**config.mk**
```make
export PLATFORM = sky130hd
export DESIGN_NAME = ex_stage
export DESIGN_NICKNAME = d
export VERILOG_FILES = /design/src/rtl/ex_stage.sv
export SDC_FILE = /design/constraint.sdc
export NUM_CORES = 1
export LEC_CHECK = 0
export CELL_PAD_IN_SITES_DETAIL_PLACEMENT = 2
export CELL_PAD_IN_SITES_GLOBAL_PLACEMENT = 2
export CORE_MARGIN = 4
export CORE_UTILIZATION = 33
export DETAILED_ROUTE_END_ITERATION = 16
export GPL_ROUTABILITY_DRIVEN = 0
export PLACE_DENSITY_LB_ADDON = 0.1
export SYNTH_ARGS = -nofsm -noshare
export SYNTH_HDL_FRONTEND = slang
export SYNTH_SLANG_ARGS = --single-unit
```
**constraint.sdc**
```tcl
create_clock -name clk -period 6.55 [get_ports clk]
set_input_delay 1.31 -clock clk [delete_from_list [all_inputs] [get_ports clk]]
set_output_delay 1.31 -clock clk [all_outputs]
set_load 0.01 [all_outputs]
```
**src/rtl/ex_stage.sv**
```systemverilog
// ex_stage: execute stage of the five-stage MIPS pipeline.
// Holds the ID/EX register, the ALU, and the EX/MEM register, and feeds forwarding/hazard info back to decode.
`default_nettype none

module ex_stage #(
  parameter int AW   = 5,
  parameter int DW   = 32,
  parameter int OPW  = 8,
  parameter int SELW = 3
) (
  input  logic            clk,
  input  logic            rst,
  input  logic            stall_id_i,
  input  logic            stall_ex_i,
  input  logic            flush_i,
  input  logic [OPW-1:0]  id_aluop_i,
  input  logic [SELW-1:0] id_alusel_i,
  input  logic [DW-1:0]   id_reg1_i,
  input  logic [DW-1:0]   id_reg2_i,
  input  logic [AW-1:0]   id_wd_i,
  input  logic            id_wreg_i,
  input  logic [DW-1:0]   id_return_addr_i,
  input  logic [DW-1:0]   id_inst_i,
  input  logic [DW-1:0]   id_pc_i,
  output logic            ex_wreg_o,
  output logic [AW-1:0]   ex_wd_o,
  output logic [DW-1:0]   ex_wdata_o,
  output logic            ex_is_load_o,
  output logic            mem_wreg_o,
  output logic [AW-1:0]   mem_wd_o,
  output logic [DW-1:0]   mem_wdata_o,
  output logic [OPW-1:0]  mem_aluop_o,
  output logic [DW-1:0]   mem_addr_o,
  output logic [DW-1:0]   mem_sdata_o,
  output logic [DW-1:0]   mem_pc_o,
  output logic            ovf_o
);

  localparam logic [OPW-1:0] OP_NOP   = OPW'(8'b0000_0000);
  localparam logic [OPW-1:0] OP_OR    = OPW'(8'b0010_0101);
  localparam logic [OPW-1:0] OP_AND   = OPW'(8'b0010_0100);
  localparam logic [OPW-1:0] OP_XOR   = OPW'(8'b0010_0110);
  localparam logic [OPW-1:0] OP_NOR   = OPW'(8'b0010_0111);
  localparam logic [OPW-1:0] OP_LUI   = OPW'(8'b0101_1100);
  localparam logic [OPW-1:0] OP_SLL   = OPW'(8'b0111_1100);
  localparam logic [OPW-1:0] OP_SRL   = OPW'(8'b0000_0010);
  localparam logic [OPW-1:0] OP_SRA   = OPW'(8'b0000_0011);
  localparam logic [OPW-1:0] OP_ADD   = OPW'(8'b0010_0000);
  localparam logic [OPW-1:0] OP_ADDU  = OPW'(8'b0010_0001);
  localparam logic [OPW-1:0] OP_SUB   = OPW'(8'b0010_0010);
  localparam logic [OPW-1:0] OP_SUBU  = OPW'(8'b0010_0011);
  localparam logic [OPW-1:0] OP_ADDI  = OPW'(8'b0101_0101);
  localparam logic [OPW-1:0] OP_ADDIU = OPW'(8'b0101_0110);
  localparam logic [OPW-1:0] OP_SLT   = OPW'(8'b0010_1010);
  localparam logic [OPW-1:0] OP_SLTU  = OPW'(8'b0010_1011);
  localparam logic [OPW-1:0] OP_MOVZ  = OPW'(8'b0000_1010);
  localparam logic [OPW-1:0] OP_MOVN  = OPW'(8'b0000_1011);
  localparam logic [OPW-1:0] OP_LB    = OPW'(8'b1110_0000);
  localparam logic [OPW-1:0] OP_LH    = OPW'(8'b1110_0001);
  localparam logic [OPW-1:0] OP_LW    = OPW'(8'b1110_0011);
  localparam logic [OPW-1:0] OP_SB    = OPW'(8'b1110_1000);
  localparam logic [OPW-1:0] OP_SH    = OPW'(8'b1110_1001);
  localparam logic [OPW-1:0] OP_SW    = OPW'(8'b1110_1011);

  localparam logic [SELW-1:0] SEL_NOP  = SELW'(3'b000);
  localparam logic [SELW-1:0] SEL_JUMP = SELW'(3'b110);

  logic [OPW-1:0]  idex_aluop;
  logic [SELW-1:0] idex_alusel;
  logic [DW-1:0]   idex_reg1;
  logic [DW-1:0]   idex_reg2;
  logic [AW-1:0]   idex_wd;
  logic            idex_wreg;
  logic [DW-1:0]   idex_ra;
  logic [15:0]     idex_imm;
  logic [DW-1:0]   idex_pc;

  // Only the immediate field of the instruction word is consumed here.
  logic unused_inst;
  assign unused_inst = &{1'b0, id_inst_i[DW-1:16]};

  always_ff @(posedge clk) begin
    if (rst || flush_i || (stall_id_i && !stall_ex_i)) begin
      idex_aluop  <= OP_NOP;
      idex_alusel <= SEL_NOP;
      idex_reg1   <= '0;
      idex_reg2   <= '0;
      idex_wd     <= '0;
      idex_wreg   <= 1'b0;
      idex_ra     <= '0;
      idex_imm    <= '0;
      idex_pc     <= '0;
    end else if (!stall_ex_i) begin
      idex_aluop  <= id_aluop_i;
      idex_alusel <= id_alusel_i;
      idex_reg1   <= id_reg1_i;
      idex_reg2   <= id_reg2_i;
      idex_wd     <= id_wd_i;
      idex_wreg   <= id_wreg_i;
      idex_ra     <= id_return_addr_i;
      idex_imm    <= id_inst_i[15:0];
      idex_pc     <= id_pc_i;
    end
  end

  logic [4:0]    sh;
  logic [DW-1:0] sum;
  logic [DW-1:0] diff;
  logic [DW-1:0] addr;
  logic [DW-1:0] res;
  logic          known;
  logic          ovf;
  logic          mov_ok;
  logic          slt;
  logic          sltu;

  assign sh   = idex_reg1[4:0];
  assign sum  = idex_reg1 + idex_reg2;
  assign diff = idex_reg1 - idex_reg2;
  assign addr = idex_reg1 + {{(DW-16){idex_imm[15]}}, idex_imm};
  assign slt  = $signed(idex_reg1) < $signed(idex_reg2);
  assign sltu = idex_reg1 < idex_reg2;

  always_comb begin
    res    = '0;
    known  = 1'b1;
    ovf    = 1'b0;
    mov_ok = 1'b1;
    case (idex_aluop)
      OP_OR:            res = idex_reg1 | idex_reg2;
      OP_AND:           res = idex_reg1 & idex_reg2;
      OP_XOR:           res = idex_reg1 ^ idex_reg2;
      OP_NOR:           res = ~(idex_reg1 | idex_reg2);
      OP_LUI:           res = idex_reg2;
      OP_SLL:           res = idex_reg2 << sh;
      OP_SRL:           res = idex_reg2 >> sh;
      OP_SRA:           res = $unsigned($signed(idex_reg2) >>> sh);
      OP_ADD, OP_ADDI: begin
        res = sum;
        ovf = (idex_reg1[DW-1] == idex_reg2[DW-1]) && (sum[DW-1] != idex_reg1[DW-1]);
      end
      OP_ADDU, OP_ADDIU: res = sum;
      OP_SUB: begin
        res = diff;
        ovf = (idex_reg1[DW-1] != idex_reg2[DW-1]) && (diff[DW-1] != idex_reg1[DW-1]);
      end
      OP_SUBU:          res = diff;
      OP_SLT:           res = {{(DW-1){1'b0}}, slt};
      OP_SLTU:          res = {{(DW-1){1'b0}}, sltu};
      OP_MOVN: begin
        res    = idex_reg1;
        mov_ok = |idex_reg2;
      end
      OP_MOVZ: begin
        res    = idex_reg1;
        mov_ok = ~|idex_reg2;
      end
      OP_LB, OP_LH, OP_LW, OP_SB, OP_SH, OP_SW: res = '0;
      default:          known = 1'b0;
    endcase
    // The result class overrides the opcode decode for links and bubbles.
    if (idex_alusel == SEL_JUMP) begin
      res    = idex_ra;
      known  = 1'b1;
      ovf    = 1'b0;
      mov_ok = 1'b1;
    end else if (idex_alusel == SEL_NOP) begin
      known = 1'b0;
      ovf   = 1'b0;
    end
    if (!known) res = '0;
  end

  assign ex_wreg_o    = idex_wreg && known && mov_ok && !ovf;
  assign ex_wd_o      = idex_wd;
  assign ex_wdata_o   = res;
  assign ex_is_load_o = (idex_aluop == OP_LW) || (idex_aluop == OP_LB) || (idex_aluop == OP_LH);

  always_ff @(posedge clk) begin
    if (rst || flush_i) begin
      mem_wreg_o  <= 1'b0;
      mem_wd_o    <= '0;
      mem_wdata_o <= '0;
      mem_aluop_o <= OP_NOP;
      mem_addr_o  <= '0;
      mem_sdata_o <= '0;
      mem_pc_o    <= '0;
      ovf_o       <= 1'b0;
    end else if (!stall_ex_i) begin
      mem_wreg_o  <= ex_wreg_o;
      mem_wd_o    <= idex_wd;
      mem_wdata_o <= res;
      mem_aluop_o <= idex_aluop;
      mem_addr_o  <= addr;
      mem_sdata_o <= idex_reg2;
      mem_pc_o    <= idex_pc;
      ovf_o       <= ovf;
    end
  end

endmodule

`default_nettype wire

```
* Word-level counts from Yosys, hierarchy flattened
Cells that the tools add are included.
Widths: inputs -> output; s select.
** Storage, ports and cells
- Bits in registers :: 304
- Input bits :: 182
- Logic and storage cells :: 89
** Cells by class
- Add/sub/neg operators :: 3
- Order comparisons :: 2
- Equality and inequality tests :: 29
- Shift-type cells :: 3
- Mux-type cells :: 11
- Bitwise logic cells :: 4
- Reduce and logical (&&, ||, !) cells :: 20
** Operator list (count)
- $pmux 32 s13 :: 1
- $eq 8x6->1 const B :: 10
- $add 32x32->32 :: 2
- $lt 32x32->1 :: 2
- $mux 32 :: 2
- $eq 8x8->1 const B :: 6
- $and 32x32->32 :: 1
- $eq 8x7->1 const B :: 4
- $not 32->32 :: 1
- $or 32x32->32 :: 1
- $reduce_or 32->1 :: 1
- $shl 32x5->32 :: 1
- $shr 32x5->32 :: 1
- $sshr 32x5->32 :: 1
- $sub 32x32->32 :: 1
- $xor 32x32->32 :: 1
- $reduce_or 24->1 :: 1
- $eq 8x2->1 const B :: 2
- $eq 8x4->1 const B :: 2
- $logic_and 1x1->1 :: 6
- $mux 1 :: 6
- $reduce_or 2->1 :: 3
- $logic_or 1x1->1 :: 4
- $pmux 1 s2 :: 2
- other kinds (6) :: 10

* Depth between registers and ports, before layout
Gate-level depths: netlist of the first run.
- Depth after elaboration :: 8
- Gate-level depth with buffers :: 16

* Worst setup path before layout of the first run
No wires, ideal clock.
- Kind :: reg-to-output
- Start point :: reg idex_reg1[3]
- End point :: out ex_wdata_o[26]
- Data arrival time :: 4110 ps
- Data required time :: 5240 ps
- Path slack :: 1130 ps
- Cell stages (with the launch flop) :: 16
- Buffers on the path :: 5
- Path through :: dfxtp_1 > inv_1 > clkbuf_1 > buf_2 > buf_1 > buf_1 > ha_1 > clkbuf_1 > nor4_1 > o21a_1 > o2111ai_1 > a211o_1 > a2111oi_0 > o22ai_1 > o311ai_2 > a22o_1
** On the way
- Cells in the longest elaborated chain, start to end :: 4
** RTL lines
- start: declaration :: line 70 : logic [DW-1:0] idex_reg1;
- start signal: assignment :: line 96 : idex_reg1 <= id_reg1_i;
- $sub 32x32->32, or another cell as far along :: line 119 : assign diff = idex_reg1 - idex_reg2;
- $pmux 32 s13 (*) :: line 129 : case (idex_aluop)
- $mux 32 (*) :: line 162 : if (idex_alusel == SEL_JUMP) begin
- $mux 32 (*) :: line 171 : if (!known) res = '0;
- end: declaration :: line 27 : output logic [DW-1:0] ex_wdata_o,
Every way passes the cells marked *; elsewhere a longest branch is shown, timed or not.

* Final worst setup path of the first run
- Start point :: reg idex_reg1[0]
- End point :: out ex_wdata_o[28]
The elaborated chain is that of the path after synthesis.

==> results of run 1 <==
==> synthesized netlist by cell type, types with 12 or more instances <==
library cell	n
dfxtp_1	304
a21o_1	33
a22oi_1	29
or3_1	12
a21oi_1	160
o221ai_1	16
nor4_1	23
xnor2_1	51
nor3_1	42
o21ai_1	24
nand2b_1	18
buf_1	35
buf_2	28
a221o_1	14
a2111oi_0	13
o21ai_0	133
nand4_1	16
and3_1	14
nor2b_1	22
clkbuf_1	161
xor2_1	20
a22o_1	19
mux4_2	71
o21a_1	13
o31ai_1	17
and2_1	15
a31oi_1	14
a221oi_1	20
nand2_1	169
ha_1	133
o211ai_1	28
nor2_1	444
o21bai_1	13
nand3_1	46
a211oi_1	37
inv_1	108
mux2i_1	288
==> placed cells by master, fill, tap and decap left out, types with 103 or more instances in the layout <==
cell type / synthesis / final
dfxtp_1: 304 / 297
ha_1: 133 / 133
nor2_1: 444 / 443
inv_1: 108 / 107
clkdlybuf4s50_1: 0 / 346
buf_4: 5 / 103
mux2i_1: 288 / 288
o21ai_0: 133 / 133
nand2_1: 169 / 169
a21oi_1: 160 / 160
==> worst max-delay path, stage by stage, from the launching register on <==
cell             delay, ps
dfxtp_4                400
buf_16                 260
ha_1                   270
inv_1                   70
fa_1                   400
nor2b_1                180
o31a_1                 240
o211ai_1               260
a2111oi_0              540
buf_4                  220
o21ai_0                120
a211oi_1               430
o221a_2                290
nand3_1                 80
nand3_1                 90
clkdlybuf4s50_1        560
==> metal layers <==
layer / share of wire [%] / wire [microns] / vias up
li1: - / - / 10600
met5: 0.033 / 38 / -
met2: 46 / 52300 / 812
met3: 6.7 / 7580 / 203
met1: 41 / 47100 / 12000
met4: 5.9 / 6760 / 6
==> cells by family after synthesis <==
kind of cell / share of synthesized area, %
mux: 20.1
xor+xnor: 2.71
buf+inv: 5.98
simple gates: 16.7
flops: 26.5
compound gates: 20.4
fa+ha+maj: 7.52
==> what timing repair did <==
| item | in CTS | in global routing |
|---|---|---|
| gates resized for setup | 0 | 5 |
| endpoints found under the setup margin | 0 | 7 |
| setup buffers | 0 | 0 |
| hold endpoints to repair | 0 | 0 |
==> flip-flops by register name, indices dropped and copies added (netlist names), 8 cells and up <==
register,count
mem_aluop_o,8
idex_pc,32
idex_ra,32
idex_reg2,32
idex_reg1,32
mem_addr_o,32
idex_aluop,8
mem_pc_o,32
idex_imm,16
mem_sdata_o,32
mem_wdata_o,32
==> path summary, 6_finish.rpt <==
check               startpoint              to  slack [ps]  depth (start not counted)
setup / recovery  idex_reg1[0]  ex_wdata_o[28]         210                         15
hold / removal           ovf_o           ovf_o         460                          2
setup reg to reg  idex_reg1[2]  mem_addr_o[30]        2220                         12
hold reg to reg          ovf_o           ovf_o         460                          2
==> power breakdown <==
| group | leakage (nW) | internal, mW | switching, mW |
|---|---|---|---|
| sequential | 2.47 | 1.88 | 0.0443 |
| clock | 0.633 | 1.29 | 0.882 |
| combinational | 8.18 | 0.372 | 0.521 |
==> through the flow <==
stage / util, % / instances / worst slack (ps) / instance area (sq um) / power [mW]
floorplan: - / 2773 / 1130 / 22900 / 2.47
global placement: 40.1 / 3926 / 800 / 27500 / 2.81
detailed placement: 40.1 / 3926 / 747 / 27500 / 2.84
CTS: 42.0 / 3993 / 121 / 28800 / 5.05
global route: 42.1 / 3995 / 14.2 / 28900 / 5.20
finish: 42.1 / 3996 / 213 / 28900 / 5.00
==> area by class of cell <==
cell class / count / area, sq um
antenna: 2 / 5.00
clock buffer: 57 / 1130
clock inverter: 10 / 171
fill: 7634 / 39800
inverter: 110 / 417
multi-input combinational: 2126 / 15500
sequential: 304 / 6100
tap: 931 / 1160
timing repair buffer: 456 / 4380
==> flow_metrics.tcl, run 1 <==
set metrics [dict create \
    postCtsHoldBufs 0 \
    clk_pin_slew_ps 60 \
    hpwl_mm 86.5 \
    synth-seq-area-share_pct 26.5 \
    cts_made_buffers 38 \
    routed_wl_mm 114 \
    period_share_pct 96.8 \
    vias 23600 \
    yosys.area.top_type_share_pct 26.5 \
    p_leak_nw 11.3 \
    htreeDepth 2 \
    async_flop_share_pct 0 \
    tritoncts "built" \
    dieHeight_microns 272 \
    synthToLayoutAreaGrowth_pct 26.1 \
    final_antenna_net_count 0 \
    route.detailed.drc 0 \
    coreArea_sq_um 68700 \
    cp.arrival_ps 5030 \
    drt_iter0_drc 1753 \
    synth_top_cell_by_area "dfxtp_1" \
    boundaryPins 364 \
    numClockSinks 304 \
    maxCapViolCount 0 \
    cts_buffer_depth 3 \
    holdCritPathClass "reg2reg" \
    path_max_fanout 34 \
    ys_ff_latch 304 \
    synth_ff_type "dfxtp_1" \
    startpoint_type "flip-flop" \
    portBuffers 347 \
    fin_crit_ps 6340 \
    power.density_nw_per_um2 173 \
    grt_pass1_vias 25200 \
    syn_nets 3091 \
    via_per_inst 5.90 \
    chipWidth_microns 272 \
    finalSetupViolCount 0 \
    holdWs_ps 463 \
    postSynthAreaPerCell_sq_um 8.27 \
    antenna_found_initial 5 \
    critPathRequiredTime_ps 5240 \
    drtPass1Iterations 6 \
    root_buffer "clkbuf_16" \
    end_kind "output pin" \
    ys_types 92 \
    use_met3_pct 6.34 \
    die_area_sq_um 73800 \
    finalMaxSlewViolations 0 \
    netlist_area_sq_um 22900 \
    clk_latency_ps 580 \
    met1_usage_pct 36.8 \
    wl_per_cell_microns 28.5 \
    fin_skew_ps 40.3 \
    crit_type "reg2out" \
    status "complete, no violations" \
    synthCells 2773 \
    grt-busiest-layer "met2" \
    rsz0062_at_grt "no" \
    std_cell_rows 96 \
    grt_overflow_total 0 \
    final_nets 3354 \
    final_layout_size_suffix_gt1_share_pct 9.27 \
    synthTopCellsByArea "dfxtp_1, mux2i_1, nor2_1, ha_1, mux4_2" \
    grt_max_degree 141 \
    synth_warnings 0 \
    slew_headroom_pct 11.8 \
    start_util_pct 33.4 \
    finalHoldViolations 0 \
    synth_edf_count 0 \
    fmax_mhz 158 \
    worstMarginPinSlew_ps 1320 \
    grt_pass1_wl_mm 168 \
    ir_drop_v 0.000196 \
    setup_tns_ps 0 \
    grtUsageMet2_pct 48.5 \
    grt_util_all_layers_pct 29.6 \
]
Power figures use the tool's default switching activity.
==> inputs of run 2 (changes only) <==
--- a/config.mk
+++ b/config.mk
@@ -15,3 +15,4 @@
 export SYNTH_ARGS = -nofsm -noshare
 export SYNTH_HDL_FRONTEND = slang
 export SYNTH_SLANG_ARGS = --single-unit
+export TNS_END_PERCENT = 30
==> results of run 2 <==
The final DEF is identical to that of run 1; final timing and power are the same.
